**config.mk**
```make
export PLATFORM = sky130hd
export DESIGN_NAME = power_seq_ctrl
export DESIGN_NICKNAME = d
export VERILOG_FILES = /design/src/rtl/power_seq_pkg.sv /design/src/rtl/pwr_seq_timer.sv /design/src/rtl/power_seq_ctrl.sv
export SDC_FILE = /design/constraint.sdc
export NUM_CORES = 1
export LEC_CHECK = 0
export CAP_MARGIN = 10
export CORE_MARGIN = 8
export CORE_UTILIZATION = 60
export DETAILED_ROUTE_END_ITERATION = 8
export DONT_BUFFER_PORTS = 1
export PLACE_DENSITY = 0.76
export SETUP_SLACK_MARGIN = 0.4
export SYNTH_ARGS = -nofsm -noshare
export SYNTH_HDL_FRONTEND = slang
export SYNTH_SLANG_ARGS = --single-unit
```
**constraint.sdc**
```tcl
create_clock -name clk -period 2.4 [get_ports clk]
set_clock_uncertainty 0.15 [all_clocks]
set_input_delay 0.24 -clock clk [delete_from_list [all_inputs] [get_ports clk]]
set_output_delay 0.24 -clock clk [all_outputs]
set_load 0.005 [all_outputs]
```
**src/rtl/power_seq_pkg.sv**
```systemverilog
// power_seq_pkg: shared state encoding and default timing constants for the power sequencer
package power_seq_pkg;
  localparam int SETTLE_CYC_DEF = 4;
  localparam int ACK_TIMEOUT_DEF = 64;
  localparam int CNT_W = 16;
  typedef enum logic [3:0] {
    ON = 4'd0, CLK_OFF, ISO, SAVE, SW_OFF, OFF, SW_ON, RST_HOLD, RESTORE, ISO_REL
  } pwr_state_e;
endpackage

```
**src/rtl/pwr_seq_timer.sv**
```systemverilog
// pwr_seq_timer: per-state cycle counter, cleared on state entry, saturating, with limit compare
module pwr_seq_timer
  import power_seq_pkg::*;
(
  input  logic             clk,
  input  logic             rst_n,
  input  logic             load,
  input  logic [CNT_W-1:0] limit,
  output logic             done
);
  logic [CNT_W-1:0] cnt;
  always_ff @(posedge clk or negedge rst_n)
    if (!rst_n) cnt <= '0;
    else if (load) cnt <= '0;
    else if (cnt != '1) cnt <= cnt + 1'b1;
  assign done = cnt == limit;
endmodule

```
**src/rtl/power_seq_ctrl.sv**
```systemverilog
// power_seq_ctrl: power-domain down/up sequencer (clock gate, isolation, retention, switch, reset)
module power_seq_ctrl
  import power_seq_pkg::*;
#(
  parameter int SETTLE_CYC  = SETTLE_CYC_DEF,
  parameter int ACK_TIMEOUT = ACK_TIMEOUT_DEF
) (
  input  logic       clk,
  input  logic       rst_n,
  input  logic       pwr_req,
  input  logic       dom_idle,
  input  logic       sw_ack,
  output logic       clk_en,
  output logic       iso_en,
  output logic       save,
  output logic       restore,
  output logic       sw_en,
  output logic       dom_rst_n,
  output logic       pwr_on,
  output logic       pwr_off,
  output logic       err,
  output logic [3:0] state_o
);
  pwr_state_e state, nxt;
  logic done, ack_wait, timeout;
  assign ack_wait = state inside {SW_OFF, SW_ON};
  // awaited ack level is 0 in SW_OFF and 1 in SW_ON; a timeout is the opposite level at the limit
  assign timeout = ack_wait && done && (sw_ack == (state == SW_OFF));
  pwr_seq_timer u_timer (
    .clk,
    .rst_n,
    .load (nxt != state),
    .limit(ack_wait ? CNT_W'(ACK_TIMEOUT - 1) : CNT_W'(SETTLE_CYC - 1)),
    .done
  );
  always_comb begin
    nxt = state;
    case (state)
      ON:       nxt = (!pwr_req && dom_idle) ? CLK_OFF : ON;
      CLK_OFF:  nxt = done ? ISO : CLK_OFF;
      ISO:      nxt = done ? SAVE : ISO;
      SAVE:     nxt = SW_OFF;
      SW_OFF:   nxt = (!sw_ack || done) ? OFF : SW_OFF;
      OFF:      nxt = pwr_req ? SW_ON : OFF;
      SW_ON:    nxt = (sw_ack || done) ? RST_HOLD : SW_ON;
      RST_HOLD: nxt = done ? RESTORE : RST_HOLD;
      RESTORE:  nxt = ISO_REL;
      ISO_REL:  nxt = done ? ON : ISO_REL;
      default:  nxt = ON;
    endcase
  end
  always_ff @(posedge clk or negedge rst_n)
    if (!rst_n) begin
      state <= ON;
      err   <= 1'b0;
    end else begin
      state <= nxt;
      err   <= err | timeout;
    end
  assign clk_en    = state inside {ON, RST_HOLD, ISO_REL};
  assign iso_en    = !(state inside {ON, CLK_OFF});
  assign sw_en     = !(state inside {SW_OFF, OFF});
  assign dom_rst_n = !(state inside {SW_OFF, OFF, SW_ON, RST_HOLD});
  assign save      = state == SAVE;
  assign restore   = state == RESTORE;
  assign pwr_on    = state == ON;
  assign pwr_off   = state == OFF;
  assign state_o   = state;
endmodule

```
==> impl_metrics.ini <==
[outcome]
run_status = finished, final reports clean

[synthesis]
syn_area_sq_mm = 0.00140
synthFlopType = dfrtp_1
synth_compound_area_share_pct = 14.6
async_flop_share_pct = 100
synth_top_area_share_pct = 37.5
synthTopCellsByArea = dfrtp_1 (38%), nor2_1 (5.4%), xor2_1 (5.0%), buf_6 (4.0%), nand2_1 (3.8%)
synth-xor-area-share_pct = 8.12
synth_top_family_by_area = simple AND/OR/NAND/NOR gates
syn_nets = 162
synth_mux_area_share_pct = 3.57
ys_seq_area_share_pct = 37.5
yosys-top-cells-count = dfrtp_1 (21), nor2_1 (20), nand2_1 (14), xor2_1 (8), nand4_1 (7)
synth_edf_count = 0
syn_area_per_cell_sq_um = 8.98
ys_ff_latch = 21
synth_top_area_cell = dfrtp_1
synth-simple-area-share_pct = 28.0
synthAdderAreaFrac_pct = 0.893
synthDistinctLibCells = 46
post-synth-top-count-cell = dfrtp_1
synth-warning-count = 0
synthCells = 156

[critical_path]
required_ps = 2430
slowest_stage = or4_1
cp.arrival_ps = 2050
reg2reg_depth = 6
crit_path_end_kind = register
critical_path_class = register to register
rrSetupSlack_ps = 390
rr_endpoint = state_o[2]
crit_path_cell_trace = or4_1 -> mux2i_1 -> and4_4 -> buf_6 -> and2_2 -> a311oi_1
cp-start-kind = register
worstPathMaxFanout = 5
max_stage_delay_ps = 520
r2r-start = u_timer.cnt[5]

[drt]
viasPerCell = 6.23
vias = 1196
wl_um = 3200
dr.pass1.iters = 4
drc = 0
drt_iter0_drc = 116
postRouteAntennaNets = 0
avgRoutedWirePerCell_um = 16.7

[timing]
slew_headroom_pct = 38.3
min_period_over_period_pct = 83.9
tightest_slew_ps = 922
hold_violations = 0
slew_violations = 0
setup-tns-final_ps = 0
min_period_ps = 2010
setup_viol = 0
timing.fmax_ghz = 0.497
hold_ws_ps = 40.5
rsz0062_at_grt = true

[clocking]
cts.sinks = 21
cts_buffer_depth = 2
clkTransAtPathRegs_ps = 110
clk_latency_ps = 310
h-tree-depth = 1
cts_root_buf = clkbuf_4
cts_tree = done
cts_buffers = 3

[floorplan]
start_util_pct = 63.3
rows = 17
ios = 18
die_area_sq_mm = 0.00414
core-area_sq_mm = 0.00221
die_w_um = 64.3
die_h_um = 64.3

[pwr]
ir_drop_mv = 0.732
power_density_mw_per_mm2 = 983
power_frac_comb_pct = 57.0
seqPwrFrac_pct = 31.8
p_sw_w = 0.000641
leakagePower_nw = 0.672
internal-power_w = 0.000872
sw_frac_of_total_pct = 42.4
clkPwrFrac_pct = 11.2

[place]
post_dp_cell_area_sq_mm = 0.00141
dp_hpwl_um = 2210
port_buffers = 0
place_congestion = 0.822
place_inst = 180

[global_route]
grt_max_degree = 22
grt_pass1_wl_um = 5200
track_usage_pct = 14.9
grt_pass1_vias = 1149
antenna_found_initial = 0
grt-ovfl-total = 0

[final_layout]
seqCellArea_sq_um = 527
nNetsFinal = 171
diodes = 0
multi_input_comb_area_sq_um = 798
stdcell_area_sq_mm = 0.00154
fill_cells = 179
area_growth_pct = 9.91
instances_no_fill = 192
drive_gt1_share_pct = 18.9
final_core_util_pct = 69.6

[hold_path]
min_path_cells = 2
min-delay-path-class = primary input to register
hold_end = state_o[1]
hp-start = pwr_req

[job]
drv_cap = 0
==> per-layer routing <==
| layer | wire, um | GRT usage, % |
|---|---|---|
| met1 | 1260 | 16.4 |
| met5 | 0 | 0 |
| met4 | 44 | 6.54 |
| met3 | 244 | 3.31 |
| met2 | 1650 | 26.8 |
==> placed cells by master (no fill, tap or decap), drive strengths merged, types with 2 or more instances in the layout <==
| cell | Yosys | final |
|---|---|---|
| nor4 | 3 | 3 |
| xnor2 | 5 | 5 |
| nor2 | 20 | 20 |
| buf | 7 | 14 |
| nor3 | 5 | 5 |
| a21oi | 4 | 4 |
| and3 | 4 | 4 |
| o21ai | 4 | 4 |
| nand4 | 7 | 7 |
| dfrtp | 21 | 21 |
| nand3 | 6 | 6 |
| a21o | 2 | 2 |
| mux2i | 5 | 5 |
| xor2 | 8 | 8 |
| clkbuf | 4 | 4 |
| and4 | 5 | 5 |
| inv | 5 | 5 |
| a211oi | 2 | 2 |
| and3b | 2 | 2 |
| nand2 | 14 | 14 |
| a31oi | 3 | 3 |
==> timing repair <==
item	CTS	global route
resized for setup	5	6
pin swaps	2	1
setup endpoints to repair	20	20
gates cloned	0	0
endpoints found under the hold margin	21	0
hold buffers	1	0
setup buffers	4	3
==> metrics by stage <==
stage / worst slack [ps] / total power (W)
5_1_grt: 314 / 0.00161
3_3_place_gp: 244 / 0.00118
3_5_place_dp: 159 / 0.00121
4_1_cts: 393 / 0.00150
6_report: 387 / 0.00151
2_1_floorplan: 354 / 0.00109
==> flip-flops by register name (all words and copies together), names as in the netlist <==
signal	flops
u_timer.cnt	16
state_o	4
err	1
==> power groups by stage <==
stage	Sequential, W	Combinational, W	Clock (W)
after floorplan	0.000473	0.000621	0
after global placement	0.000476	0.000702	0
after detailed placement	0.000480	0.000728	0
after CTS	0.000475	0.000849	0.000175
after global routing	0.000489	0.000942	0.000183
final	0.000481	0.000863	0.000169
==> how the worst max path moves through the flow <==
stage                        start              end  cells past startpoint
finish              u_timer.cnt[5]       state_o[2]                      6
global route            state_o[2]  u_timer.cnt[12]                      7
CTS                 u_timer.cnt[4]       state_o[0]                      5
detailed placement  u_timer.cnt[4]   u_timer.cnt[2]                      5
global placement    u_timer.cnt[4]   u_timer.cnt[6]                      5
floorplan           u_timer.cnt[5]   u_timer.cnt[0]                      8
==> worst max-delay path: cells and delay by family (launching register included) <==
family | cells | cell delay (ps)
and+or+nand+nor | 3 | 950
DFF | 1 | 410
muxes | 1 | 150
buffers and inverters | 1 | 130
AOI/OAI and AO/OA | 1 | 100
==> logic make-up after synthesis <==
logic type,Yosys count
AO/OA/AOI/OAI,26
adder cells (fa/ha/maj),1
buffers and inverters,16
flip-flops,21
AND/OR/NAND/NOR,74
XOR/XNOR,13
multiplexers,5
==> final cells by class <==
cell class                 count  share of cell area (%)
multi-input combinational    119                    51.8
inverter                       5                    1.22
timing repair buffer          15                    8.77
clock buffer                   4                    1.71
tap                           28                    2.27
sequential                    21                    34.2
(Power assumes the default switching activity.)
